--- config.mk ---
export PLATFORM = sky130hd
export DESIGN_NAME = isa_dispatch_flat
export DESIGN_NICKNAME = d
export VERILOG_FILES = /design/src/rtl/isa_dispatch_pkg.sv /design/src/rtl/isa_dispatch_if.sv /design/src/rtl/isa_decode.sv /design/src/rtl/isa_dispatch.sv /design/src/flat_wrapper.sv
export SDC_FILE = /design/constraint.sdc
export NUM_CORES = 1
export LEC_CHECK = 0
export ABC_AREA = 1
export BUFFER_PORTS_ARGS = -buffer_cell sky130_fd_sc_hd__buf_2
export CORE_UTILIZATION = 40
export CTS_BUF_LIST = sky130_fd_sc_hd__clkbuf_4 sky130_fd_sc_hd__clkbuf_8
export DETAILED_ROUTE_END_ITERATION = 10
export GPL_ROUTABILITY_DRIVEN = 0
export PLACE_DENSITY = 0.72
export SLEW_MARGIN = 10
export SYNTH_ARGS = -nofsm -noshare
export SYNTH_HDL_FRONTEND = slang
export SYNTH_SLANG_ARGS = --single-unit
--- constraint.sdc ---
create_clock -name clk -period 1.4 [get_ports clk]
set_input_delay 0.07 -clock clk [delete_from_list [all_inputs] [get_ports clk]]
set_output_delay 0.07 -clock clk [all_outputs]
set_load 0.005 [all_outputs]
--- src/rtl/isa_dispatch_pkg.sv ---
// Shared definitions for the ISA dispatcher: opcode map, instruction field positions, FSM encoding.
// Instruction header sits in the top five bits of a 64-bit word.
package isa_dispatch_pkg;

  localparam int OP_HI    = 63;
  localparam int OP_LO    = 60;
  localparam int SYNC_BIT = 59;

  localparam logic [3:0] OP_NOP = 4'h0;
  localparam logic [3:0] OP_U0  = 4'h1;
  localparam logic [3:0] OP_U1  = 4'h2;
  localparam logic [3:0] OP_U2  = 4'h3;
  localparam logic [3:0] OP_U3  = 4'h4;
  localparam logic [3:0] OP_END = 4'hF;

  typedef enum logic [2:0] {
    IDLE      = 3'd0,
    FETCH     = 3'd1,
    WAIT_DATA = 3'd2,
    ISSUE     = 3'd3,
    SYNC_WAIT = 3'd4,
    DRAIN     = 3'd5
  } state_t;

endpackage

--- src/rtl/isa_dispatch_if.sv ---
// FIFO read port and execution-unit issue bus of the dispatcher.
// master = dispatcher side, slave = FIFO/units side.
interface isa_dispatch_if #(
  parameter int DW        = 64,
  parameter int NUM_UNITS = 4
);
  logic                 fifo_empty;
  logic                 fifo_rd_en;
  logic [DW-1:0]        fifo_dout;
  logic [NUM_UNITS-1:0] unit_valid;
  logic [DW-1:0]        unit_instr;
  logic [NUM_UNITS-1:0] unit_ready;
  logic [NUM_UNITS-1:0] unit_done;

  modport master (
    input  fifo_empty, fifo_dout, unit_ready, unit_done,
    output fifo_rd_en, unit_valid, unit_instr
  );

  modport slave (
    output fifo_empty, fifo_dout, unit_ready, unit_done,
    input  fifo_rd_en, unit_valid, unit_instr
  );
endinterface

--- src/rtl/isa_decode.sv ---
// Combinational opcode decoder: target unit one-hot, NOP/END/illegal class and SYNC flag.
// Zero latency; opcodes 1..NUM_UNITS select units 0..NUM_UNITS-1.
module isa_decode
  import isa_dispatch_pkg::*;
#(
  parameter int DW        = 64,
  parameter int NUM_UNITS = 4
) (
  input  logic [DW-1:0]        i_instr,
  output logic [NUM_UNITS-1:0] o_unit_oh,
  output logic                 o_is_nop,
  output logic                 o_is_end,
  output logic                 o_is_illegal,
  output logic                 o_sync
);

  logic [3:0] w_op;
  logic       w_hit;
  logic       w_unused_bits;

  assign w_op          = i_instr[OP_HI:OP_LO];
  assign o_sync        = i_instr[SYNC_BIT];
  assign w_unused_bits = ^i_instr[SYNC_BIT-1:0];

  always_comb begin
    o_unit_oh = '0;
    w_hit     = 1'b0;
    for (int u = 0; u < NUM_UNITS; u++) begin
      if (int'(w_op) == int'(OP_U0) + u) begin
        o_unit_oh[u] = 1'b1;
        w_hit        = 1'b1;
      end
    end
    o_is_nop     = (w_op == OP_NOP);
    o_is_end     = (w_op == OP_END);
    o_is_illegal = !(o_is_nop || o_is_end || w_hit);
  end

endmodule

--- src/rtl/isa_dispatch.sv ---
// Fetches instruction words from the ISA FIFO and issues them one at a time to execution units.
// Fetch-to-issue is 2 cycles; issue holds until the target unit is idle and ready, SYNC words wait for done.
module isa_dispatch
  import isa_dispatch_pkg::*;
#(
  parameter int DW        = 64,
  parameter int NUM_UNITS = 4
) (
  input  logic                 clk,
  input  logic                 reset,
  input  logic                 start,
  isa_dispatch_if.master       bus,
  output logic                 busy,
  output logic                 err_illegal,
  output logic [15:0]          instr_count
);

  state_t               r_state;
  logic [DW-1:0]        r_instr;
  logic [NUM_UNITS-1:0] r_unit_oh;
  logic                 r_sync;
  logic [NUM_UNITS-1:0] r_pending;
  logic [15:0]          r_count;
  logic                 r_err;

  logic [NUM_UNITS-1:0] w_unit_oh;
  logic                 w_is_nop;
  logic                 w_is_end;
  logic                 w_is_illegal;
  logic                 w_sync;
  logic [NUM_UNITS-1:0] w_issue;
  logic                 w_hs;

  // FIFO data is valid during WAIT_DATA, so decode it directly and branch in that cycle.
  isa_decode #(
    .DW        (DW),
    .NUM_UNITS (NUM_UNITS)
  ) u_decode (
    .i_instr      (bus.fifo_dout),
    .o_unit_oh    (w_unit_oh),
    .o_is_nop     (w_is_nop),
    .o_is_end     (w_is_end),
    .o_is_illegal (w_is_illegal),
    .o_sync       (w_sync)
  );

  assign bus.fifo_rd_en = (r_state == FETCH) && !bus.fifo_empty;
  assign bus.unit_valid = (r_state == ISSUE) ? (r_unit_oh & ~r_pending) : '0;
  assign bus.unit_instr = r_instr;
  assign w_issue        = bus.unit_valid & bus.unit_ready;
  assign w_hs           = |w_issue;

  assign busy        = (r_state != IDLE);
  assign err_illegal = r_err;
  assign instr_count = r_count;

  always_ff @(posedge clk) begin
    if (reset) begin
      r_state   <= IDLE;
      r_instr   <= '0;
      r_unit_oh <= '0;
      r_sync    <= 1'b0;
      r_pending <= '0;
      r_count   <= '0;
      r_err     <= 1'b0;
    end else begin
      // Issue wins over a coincident done to the same unit.
      r_pending <= (r_pending & ~bus.unit_done) | w_issue;
      case (r_state)
        IDLE: begin
          if (start) begin
            r_state <= FETCH;
            r_count <= '0;
            r_err   <= 1'b0;
          end
        end
        FETCH: begin
          if (!bus.fifo_empty) r_state <= WAIT_DATA;
        end
        WAIT_DATA: begin
          r_instr   <= bus.fifo_dout;
          r_unit_oh <= w_unit_oh;
          r_sync    <= w_sync;
          if (w_is_end) begin
            r_state <= DRAIN;
          end else if (w_is_nop) begin
            r_state <= FETCH;
          end else if (w_is_illegal) begin
            r_err   <= 1'b1;
            r_state <= FETCH;
          end else begin
            r_state <= ISSUE;
          end
        end
        ISSUE: begin
          if (w_hs) begin
            r_count <= r_count + 16'd1;
            r_state <= r_sync ? SYNC_WAIT : FETCH;
          end
        end
        SYNC_WAIT: begin
          if ((r_pending & r_unit_oh) == '0) r_state <= FETCH;
        end
        DRAIN: begin
          if (r_pending == '0) r_state <= IDLE;
        end
        default: r_state <= IDLE;
      endcase
    end
  end

endmodule

--- src/flat_wrapper.sv ---
// flat-port wrapper written by rule: the top's interface ports become plain ports
module isa_dispatch_flat import isa_dispatch_pkg::*;
#(
  parameter int DW        = 64,
  parameter int NUM_UNITS = 4
)
  (clk, reset, start, busy, err_illegal, instr_count, bus_fifo_empty, bus_fifo_dout, bus_unit_ready, bus_unit_done, bus_fifo_rd_en, bus_unit_valid, bus_unit_instr);
  isa_dispatch_if #(.DW(DW), .NUM_UNITS(NUM_UNITS)) bus_i ();
  input  logic clk;
  input  logic reset;
  input  logic start;
  output logic busy;
  output logic err_illegal;
  output logic [15:0] instr_count;
  input wire logic [$bits(bus_i.fifo_empty)-1:0] bus_fifo_empty;
  input wire logic [$bits(bus_i.fifo_dout)-1:0] bus_fifo_dout;
  input wire logic [$bits(bus_i.unit_ready)-1:0] bus_unit_ready;
  input wire logic [$bits(bus_i.unit_done)-1:0] bus_unit_done;
  output wire logic [$bits(bus_i.fifo_rd_en)-1:0] bus_fifo_rd_en;
  output wire logic [$bits(bus_i.unit_valid)-1:0] bus_unit_valid;
  output wire logic [$bits(bus_i.unit_instr)-1:0] bus_unit_instr;
  assign bus_i.fifo_empty = bus_fifo_empty;
  assign bus_i.fifo_dout = bus_fifo_dout;
  assign bus_i.unit_ready = bus_unit_ready;
  assign bus_i.unit_done = bus_unit_done;
  assign bus_fifo_rd_en = bus_i.fifo_rd_en;
  assign bus_unit_valid = bus_i.unit_valid;
  assign bus_unit_instr = bus_i.unit_instr;
  isa_dispatch #(.DW(DW), .NUM_UNITS(NUM_UNITS)) u_core (.clk(clk), .reset(reset), .start(start), .bus(bus_i), .busy(busy), .err_illegal(err_illegal), .instr_count(instr_count));
endmodule
==> Word level (Yosys, flattened, before mapping) <==
Index checks and enable logic that the tools add are counted.
Widths: inputs -> output; s select.
{ "word_totals": {"reg_bits": 93, "input_bits": 76, "elab_cells": 74} }
{ "classes": {"addsub": 1, "n_eq_ne": 18, "muxes": 26, "bitwise": 7, "n_reduce_logical": 15} }
{ "op_table": {"columns": ["operator", "count"], "rows": [
  ["$mux 16", 2],
  ["$pmux 16 s2", 1],
  ["$mux 3", 8],
  ["$pmux 3 s6", 1],
  ["$add 16x1->16 const B", 1],
  ["$and 4x4->4", 4],
  ["$logic_not 4->1", 3],
  ["$mux 1", 11],
  ["$ne 2x2->1 const B", 5],
  ["$reduce_and 5->1", 2],
  ["$eq 4x3->1 const B", 2],
  ["$eq 4x4->1 const B", 2],
  ["$not 4->4", 2],
  ["$eq 3x2->1 const B", 2],
  ["$eq 3x3->1 const B", 2],
  ["$ne 2x1->1 const B", 3],
  ["$eq 4x2->1 const B", 1],
  ["$mux 4", 1],
  ["$or 4x4->4", 1],
  ["$reduce_bool 2->1", 2],
  ["$reduce_or 4->1", 1],
  ["$eq 3x1->1 const B", 1],
  ["$logic_not 3->1", 1],
  ["$reduce_and 3->1", 1],
  ["other kinds (6)", 7]
]} }

==> Logic depth before layout (Yosys ltp) <==
Gate-level depths: netlist of the first run.
{ "logic_depth": {"word_depth": 10, "mapped_depth": 11, "depth_no_buf": 10} }

==> Cells and area by module <==
Synthesis of the first run repeated with hierarchy kept, for this count alone.
{ "unflattened": {"cells_unflattened": 562, "area_unflattened_um2": 3952.5} }
{ "by_module_without_submodules": {"columns": ["module", "n_inst", "cells_each", "area_per_inst_um2", "seq_area_each_um2"], "rows": [
  ["isa_dispatch", 1, 545, 3870.0, 1861.8],
  ["isa_decode", 1, 17, 82.6, 0.0]
]} }

==> Worst setup path before layout of the first run <==
Ideal clock, no wire load.
{ "synth_path": {"path_kind": "register -> register", "startpoint": "register u_core.r_count[0] (netlist: u_core.instr_count[0])", "endpoint": "register u_core.r_count[10] (netlist: u_core.instr_count[10])", "setup_ps": 113, "t_arrival_ps": 1333, "slack_ps": -46, "stages_incl_launch_ff": 9, "n_path_buf": 0, "period_less_slack_ps": 1446, "path_cell_list": "dfxtp_1 > ha_1 > nand2_1 > nor2_1 > nand2_1 > nor3b_1 > nand2_2 > nor2_1 > nor2_1"} }
{ "synth_via": {"elab_chain_len": 3} }
{ "synth_rtl": {"columns": ["element", "line", "rtl"], "rows": [
  ["start: declaration", "isa_dispatch.sv:23", "logic [15:0] r_count;"],
  ["start signal: assignment", "isa_dispatch.sv:97", "r_count <= r_count + 16'd1;"],
  ["$add 16x1->16", "isa_dispatch.sv:97", null],
  ["$mux 16", "isa_dispatch.sv:96", "if (w_hs) begin"],
  ["$pmux 16 s2", "isa_dispatch.sv:69", "case (r_state)"]
]} }
No other way between the ends. The select of a mux whose other input is x is not followed.
A chain may end at the register's enable or synchronous reset.

==> Worst setup path after layout of the first run <==
{ "layout_path": {"startpoint": "register u_core.r_state[1]", "endpoint": "output bus_unit_valid[2]"} }
{ "layout_via": {"elab_chain_len": 2} }
{ "layout_rtl": {"columns": ["element", "line", "rtl"], "rows": [
  ["start: declaration", "isa_dispatch.sv:18", "state_t r_state;"],
  ["start signal: assignment", "isa_dispatch.sv:98", "r_state <= r_sync ? SYNC_WAIT : FETCH;"],
  ["$eq 3x2->1", "isa_dispatch.sv:48", "assign bus.unit_valid = (r_state == ISSUE) ? (r_unit_oh & ~r_pending) : '0;"],
  ["$mux 4", "isa_dispatch.sv:48", null],
  ["end: declaration", "flat_wrapper.sv:20", "output wire logic [$bits(bus_i.unit_valid)-1:0] bus_unit_valid;"]
]} }
No other way between the ends.

==> results of run 1 <==
how the worst min path moves through the flow:
stage                                        endpoint  slack [ns]               from  depth (start not counted)
2_1_floorplan                          bus_fifo_rd_en        0.17     bus_fifo_empty                          1
3_3_place_gp    u_core.bus.unit_instr[8]$_SDFFE_PP0P_        0.29   bus_fifo_dout[8]                          3
3_5_place_dp   u_core.bus.unit_instr[15]$_SDFFE_PP0P_        0.29  bus_fifo_dout[15]                          3
4_1_cts        u_core.bus.unit_instr[63]$_SDFFE_PP0P_       0.003  bus_fifo_dout[63]                          3
5_1_grt        u_core.bus.unit_instr[61]$_SDFFE_PP0P_        0.01  bus_fifo_dout[61]                          3
6_report       u_core.bus.unit_instr[63]$_SDFFE_PP0P_       0.006  bus_fifo_dout[63]                          3
per-stage QoR:
step,hold WS (ns),area (µm²)
after floorplan,0.174,3840
after global placement,0.292,5020
after detailed placement,0.295,5020
after CTS,0.00310,6100
after global routing,0.0118,6680
final,0.00613,6680
routing by layer:
layer / vias to the layer above / global-route usage [%]
met1: 2265 / 29.2
met3: 45 / 6.89
met2: 249 / 46.8
li1: 2292 / -
met4: 0 / 11.2
met5: - / 0
layout make-up:
cell class	count	area share, %
clock buffers	10	1.97
clock inverters	6	0.842
inverters	31	2.00
multi-input cells	394	31.2
flip-flops and latches	92	27.7
well taps	129	2.41
repair buffers	292	33.8
power by group:
part / switching [mW] / total, mW / internal [mW] / leakage [nW]
Sequential: 0.371 / 3.65 / 3.28 / 0.752
Combinational: 2.70 / 5.31 / 2.61 / 2.34
Clock: 1.08 / 1.78 / 0.705 / 0.0943
Total: 4.15 / 10.7 / 6.59 / 3.19
repair_timing:
item                                    in CTS  in global routing
buffers inserted                            10                  8
gates cloned                                 2                  8
hold endpoints to repair                    64                  0
gates resized for setup                     36                115
hold buffers                                66                  0
endpoints found under the setup margin      41                 74
pin swaps                                    9                 41
critical path, cell delays in order (launching register included):
cell     delay (ns)
dfxtp_2        0.39
nand2_4        0.07
nor2_4         0.12
buf_6          0.13
inv_6          0.03
buf_6          0.12
nor3_4         0.10
buf_2          0.15
layout by cell type, fill, tap and decap left out, types with 11 or more instances in the layout:
cell	netlist	final
buf_2	4	161
nor2_1	168	150
dfxtp_1	92	86
nand2_1	82	67
dlygate4sd3_1	0	66
o21ai_0	66	37
buf_4	2	36
o21ai_1	0	28
inv_1	29	26
a21oi_1	27	15
nor2_2	1	14
a21oi_2	0	12
nand2_2	3	11
buf_6	1	11
sequential cells by signal, indices dropped and copies added, names as in the netlist:
register	flops
u_core.r_state	3
u_core.bus.unit_instr	64
u_core.err_illegal	1
u_core.instr_count	16
u_core.r_pending	4
u_core.r_unit_oh	4
cells by family after synthesis:
kind of cell | Yosys count
flip-flops | 92
buffers and inverters | 59
XOR/XNOR | 7
AND/OR/NAND/NOR | 290
AO/OA/AOI/OAI | 96
adder cells (fa/ha/maj) | 1
==> key figures, run 1 <==
Status
  • Outcome: complete, but fails checks
  • Failing checks: negative setup slack

Floorplanning
  • Die ar.: 9970 µm²
  • Chip width: 99.9 µm
  • I/O Pins: 163
  • Die Y: ~100 µm
  • Core Rows: 35
  • Starting Density: roughly 41%
  • Placeable Area: 9240 µm²

Logic synthesis
  • Area contributors post-synth: dfxtp_1, nor2_1, o21ai_0, nand2_1, a21oi_1
  • Dominant cell type by area after synthesis: dfxtp_1
  • Post-synth EDFFs: 0
  • Synth Area in Compound Gates: 12.7%
  • Post-synthesis cell type count: 27
  • Most common cell in the netlist: nor2_1
  • YS warnings: 0
  • Syn nets: 622
  • Synth Area in Adders: 0.327%
  • Sequential fraction of the synthesis area: 48.1%
  • Mapped cell area: approximately 3800 µm²
  • Simple-Gate Fraction of Synth Area: ~31%
  • Xor-xnor portion of the synthesized cell area: 1.60%
  • Largest family of logic cells by synthesized area: simple AND/OR/NAND/NOR gates
  • Yosys top cell area share: just under 50%
  • Synth Register Bits: 92
  • Most frequent cells after synthesis: nor2_1, dfxtp_1, nand2_1
  • Async SR Flop Fraction: 0%
  • Ys flop type: dfxtp_1
  • Mux share of post-synthesis cell area: 0%
  • Mapped Cells: 545
  • Synthesized area per cell: 7.03 µm²

Route
  • TritonRoute pass-1 iters: 5
  • DR WL met3: 1140 µm
  • Routed via count: 4851
  • Met2 WL: between 7000 and 8000 µm
  • 1st-iter DRT viols: 246
  • Wl on met1: 5720 µm
  • DRC: 0
  • DRT antenna net count: 0
  • Final WL: 15000 µm
  • Via/cell ratio: between 5 and 6
  • WL/cell: 15.8 µm
  • Max layer used: met4

Clock network
  • Worst-Skew Late Latency: 0.37 ns
  • CTS root buffer: clkbuf_8
  • Number of CTS-inserted buffers: 9
  • H-tree lvl count: 3
  • Clock transition at path regs: 0.09 ns
  • Clock buffer depth: 2
  • CTS tree: yes
  • TritonCTS Sinks: 92

STA
  • Setup Viol. Count Final: 77
  • FMAX: between 600 and 700 MHz
  • RSZ-0062 raised after global routing: true
  • Post-route setup TNS: -5.73 ns
  • Pins Over Slew Limit: 0
  • Worst Clk Skew: about 0.013 ns
  • Setup ws final: -0.147 ns
  • Hold Violations, Final: 0
  • Fin crit period: 1.55 ns
  • Final Cycle Share: 110%
  • Worst-margin pin slew: 0.307 ns
  • Worst slew margin: 79.5%

Placement
  • Hpwl dp: 8000 µm
  • Placed Cells: 845
  • DP Worst Slack: -0.0924 ns
  • Port bufs: 162

Cells and area
  • Non-filler cells, final: about 950
  • Final Util: 72.3%
  • # diodes: 0
  • Flip-flop and latch area: 1850 µm²
  • Area growth syn-to-layout: 74.5%
  • Multi-input logic area: 2090 µm²
  • Proportion of layout cells with a drive suffix above 1: 39.3%
  • Fillcell total: 634
  • # nets final: 897

Setup path
  • Crit path launch type: register
  • Critical Path End: bus_unit_valid[2]
  • Crit end category: output port
  • Required time of the critical path: 1.33 ns
  • Worst reg2reg startpoint: u_core.r_state[0]$_SDFFE_PP0P_
  • WS Path Type: register to output port
  • Setup crit start: u_core.r_state[1]$_SDFFE_PP0P_
  • RR Endpoint: u_core.bus.unit_instr[19]$_SDFFE_PP0P_
  • R2R setup slack: -0.14 ns
  • Worst-path fanout max: 4
  • CP Data Arrival Time: approximately 1.5 ns
  • R2r worst-path depth: 8

GRT
  • Grt ovf: 0
  • Initial antenna violation count: 0
  • Number of global-route vias before repair: 4474
  • Gr usage total: 26.1%
  • First-pass GRT wire length: between 20000 and 25000 µm
  • Largest net degree at the start of global routing: 58

Run
  • Max Cap Viol: 0

Power
  • Maximum vdd drop: 1160 µV
  • Leak: ~3.2 nW
  • Design Power: 10.7 mW
  • PD cells: 1610 nW/µm²

Worst hold path
  • Worst hold-check path type: input pin to register
(Power assumes the default switching activity.)
==> inputs of run 2 (changes only) <==
--- a/config.mk
+++ b/config.mk
@@ -7,11 +7,11 @@
 export LEC_CHECK = 0
 export ABC_AREA = 1
 export BUFFER_PORTS_ARGS = -buffer_cell sky130_fd_sc_hd__buf_2
-export CORE_UTILIZATION = 40
+export CORE_UTILIZATION = 49
 export CTS_BUF_LIST = sky130_fd_sc_hd__clkbuf_4 sky130_fd_sc_hd__clkbuf_8
 export DETAILED_ROUTE_END_ITERATION = 10
 export GPL_ROUTABILITY_DRIVEN = 0
-export PLACE_DENSITY = 0.72
+export PLACE_DENSITY = 0.82
 export SLEW_MARGIN = 10
 export SYNTH_ARGS = -nofsm -noshare
 export SYNTH_HDL_FRONTEND = slang
==> constraint.sdc (replaced) <==
create_clock -name clk -period 1.64 [get_ports clk]
set_input_delay 0.082 -clock clk [delete_from_list [all_inputs] [get_ports clk]]
set_output_delay 0.082 -clock clk [all_outputs]
set_load 0.005 [all_outputs]
==> run 2 against run 1 <==
- the flow finishes with violations (negative hold slack, negative setup slack)
- sequential cell count did not move
- first-iteration DRC count rose by 33%
- non-clock buffer count fell by 41
- final cell count fell by 7.3%
- clock skew fell by 0.0030 ns
- global-route usage rose by 6.3 points
- critical path depth fell by 2
- via count fell by 2.3%
- clock-buffer cell count did not move
- register-to-register slack improved by 0.16 ns
- power fell by 27%
- critical path type unchanged
- largest cell class is now sequential cells
- largest power group is now sequential cells
==> key figures, run 2 (synthesis gave the netlist of run 1 again) <==
Floorplanning
  • Starting Density: 51.7% (+10 points)
  • Die Y: 90.4 µm (-9.5%)
  • Core Rows: 31 (-11%)
  • I/O Pins: 163 (unchanged)
  • Die ar.: 8170 µm² (-18%)
  • Chip width: 90.4 µm (-9.5%)
  • Placeable Area: 7410 µm² (-20%)

Setup path
  • CP peak stage delay: 0.36 ns (-0.03 ns)
  • Worst-path fanout max: 7 (+3)
  • Worst reg2reg startpoint: u_core.r_state[1]$_SDFFE_PP0P_
  • WS Path Type: register to output port
  • CP Data Arrival Time: 1.57 ns (+0.09 ns)
  • Setup crit start: u_core.r_state[1]$_SDFFE_PP0P_
  • Crit end category: output port
  • Required time of the critical path: 1.56 ns (+0.23 ns)
  • Crit path cell chain: nand2_2 > nor2_4 > clkinvlp_4 > nor3_4 > buf_2
  • Crit path launch type: register
  • Critical Path Slowest Stage Cell: dfxtp_2

Cells and area
  • Non-filler cells, final: 884 (-7.3%)
  • Number of flip-flops in the largest register: 64 (unchanged)
  • Area growth syn-to-layout: 51.3%
  • Fillcell total: 486 (-23%)
  • Proportion of layout cells with a drive suffix above 1: 29.3% (-9.9 points)
  • # nets final: 856 (-4.6%)
  • Leading cell types in the layout, fill and taps excluded: nor2_1, buf_2, dfxtp_1
  • Final Util: 78.2% (+5.9 points)
  • Final instance area: 5790 µm² (-13%)
  • Commonest non-fill, non-tap cell in the layout: nor2_1

Route
  • Via/cell ratio: 5.36 (+5.5%)
  • Final WL: 13700 µm (-9.2%)
  • WL/cell: 15.5 µm (-2.0%)
  • 1st-iter DRT viols: 326 (+33%)
  • DRT antenna net count: 0 (unchanged)
  • DRC: 0 (unchanged)
  • Routed via count: 4741 (-2.3%)
  • TritonRoute pass-1 iters: 5 (unchanged)

Power
  • Clock power share: 22.0% (+5.4 points)
  • Flop pwr share: 39.7% (+5.7 points)
  • Switch share: 37.5% (-1.1 points)
  • Internal: 4.90 mW (-26%)
  • PD cells: 1350 nW/µm² (-16%)
  • Comb pwr share: 38.2% (-11 points)
  • Leak: 2.85 nW (-11%)
  • Design Power: 7.84 mW (-27%)
  • Maximum vdd drop: 867 µV (-25%)
  • Net switching power: 2.94 mW (-29%)

Clock network
  • Worst-Skew Late Latency: 0.37 ns (about the same)
  • Clock transition at path regs: 0.09 ns (about the same)
  • H-tree lvl count: 3 (unchanged)
  • Number of CTS-inserted buffers: 9 (unchanged)
  • CTS root buffer: clkbuf_8
  • CTS tree: yes
  • TritonCTS Sinks: 92 (unchanged)
  • Clock buffer depth: 2 (unchanged)

Placement
  • Placed Cells: 792 (-6.3%)
  • Hpwl dp: 7610 µm (-4.9%)
  • Port bufs: 162 (unchanged)
  • DP Worst Slack: -0.0223 ns (+0.0701 ns)
  • Placement Cell Area: 4770 µm² (-5.1%)

STA
  • Final Cycle Share: 101%
  • FMAX: 604 MHz
  • Worst slew margin: 77.6% (-2.0 points)
  • Worst-margin pin slew: 0.336 ns (+0.0293 ns)
  • RSZ-0062 raised after global routing: true
  • Setup Viol. Count Final: 2 (-97%)
  • Hold Violations, Final: 2 (+2)
  • Post-route setup TNS: -0.0240 ns (+5.70 ns)
  • Pins Over Slew Limit: 0 (unchanged)
  • Worst Clk Skew: 0.0103 ns (-0.00304 ns)
  • Min Hold Slack: -0.000846 ns (-0.00698 ns)
  • Setup ws final: -0.0144 ns (+0.132 ns)
  • Fin crit period: 1.65 ns

GRT
  • Grt ovf: 0 (unchanged)
  • Initial antenna violation count: 0 (unchanged)
  • Number of global-route vias before repair: 4685 (+4.7%)
  • Largest net degree at the start of global routing: 65 (+12%)
  • Gr usage total: 32.5% (+6.3 points)
  • First-pass GRT wire length: 21200 µm (+2.6%)

Run
  • Max Cap Viol: 0 (unchanged)

Status
  • Outcome: complete, but fails checks
  • Failing checks: negative hold slack, negative setup slack

Worst hold path
  • Worst hold start: bus_fifo_dout[59]
  • Worst hold-check path type: input pin to register
run 2: cell type report:
type,count,area (µm²),share of cell area (%)
multi-input combinational,394,1800,31.1
clock inverter,6,95.1,1.64
clock buffer,10,131,2.27
antenna,1,2.50,0.0432
tap,99,124,2.14
timing repair buffer,251,1670,28.8
sequential,92,1850,31.9
inverter,31,123,2.12
run 2: routing by layer:
| metal | vias up | GRT usage [%] | wire (µm) | part of all wire, % |
|---|---|---|---|---|
| met4 | 0 | 17.7 | 582 | 4.3 |
| li1 | 2204 | - | - | - |
| met5 | - | 0 | 0 | 0 |
| met2 | 310 | 58.4 | 6780 | 50 |
| met3 | 66 | 6.73 | 1300 | 9.5 |
| met1 | 2161 | 35.6 | 4990 | 37 |
run 2: power groups by stage:
stage	combinational, mW	clock, mW	sequential [mW]
after detailed placement	2.54	0	3.09
final	3.00	1.73	3.11
after CTS	2.70	1.73	3.07
after floorplan	1.42	0	3.13
after global placement	2.45	0	3.08
after global routing	3.27	1.82	3.17
run 2: worst paths after layout:
check | cells after the start | end | slack [ns]
setup / recovery | 5 | bus_unit_valid[1] | -0.01
hold / removal | 3 | u_core.bus.unit_instr[59]$_SDFFE_PP0P_ | -0.0008
setup reg to reg | 12 | u_core.instr_count[10]$_SDFFE_PP0P_ | 0.02
hold reg to reg | 2 | u_core.bus.unit_instr[61]$_SDFFE_PP0P_ | 0.47
run 2: what timing repair did:
item                                    4_1_cts  5_1_grt
gates resized for setup                       6       17
buffers inserted                              4        9
hold buffers                                 61        1
hold endpoints to repair                     61        1
endpoints found under the setup margin        7       17
pin swaps                                     1        2
run 2: worst max-delay path: cells and delay by family (launching register included):
kind,cells,cell delay [ns]
flops,1,0.36
simple gates,3,0.44
buf+inv,2,0.39
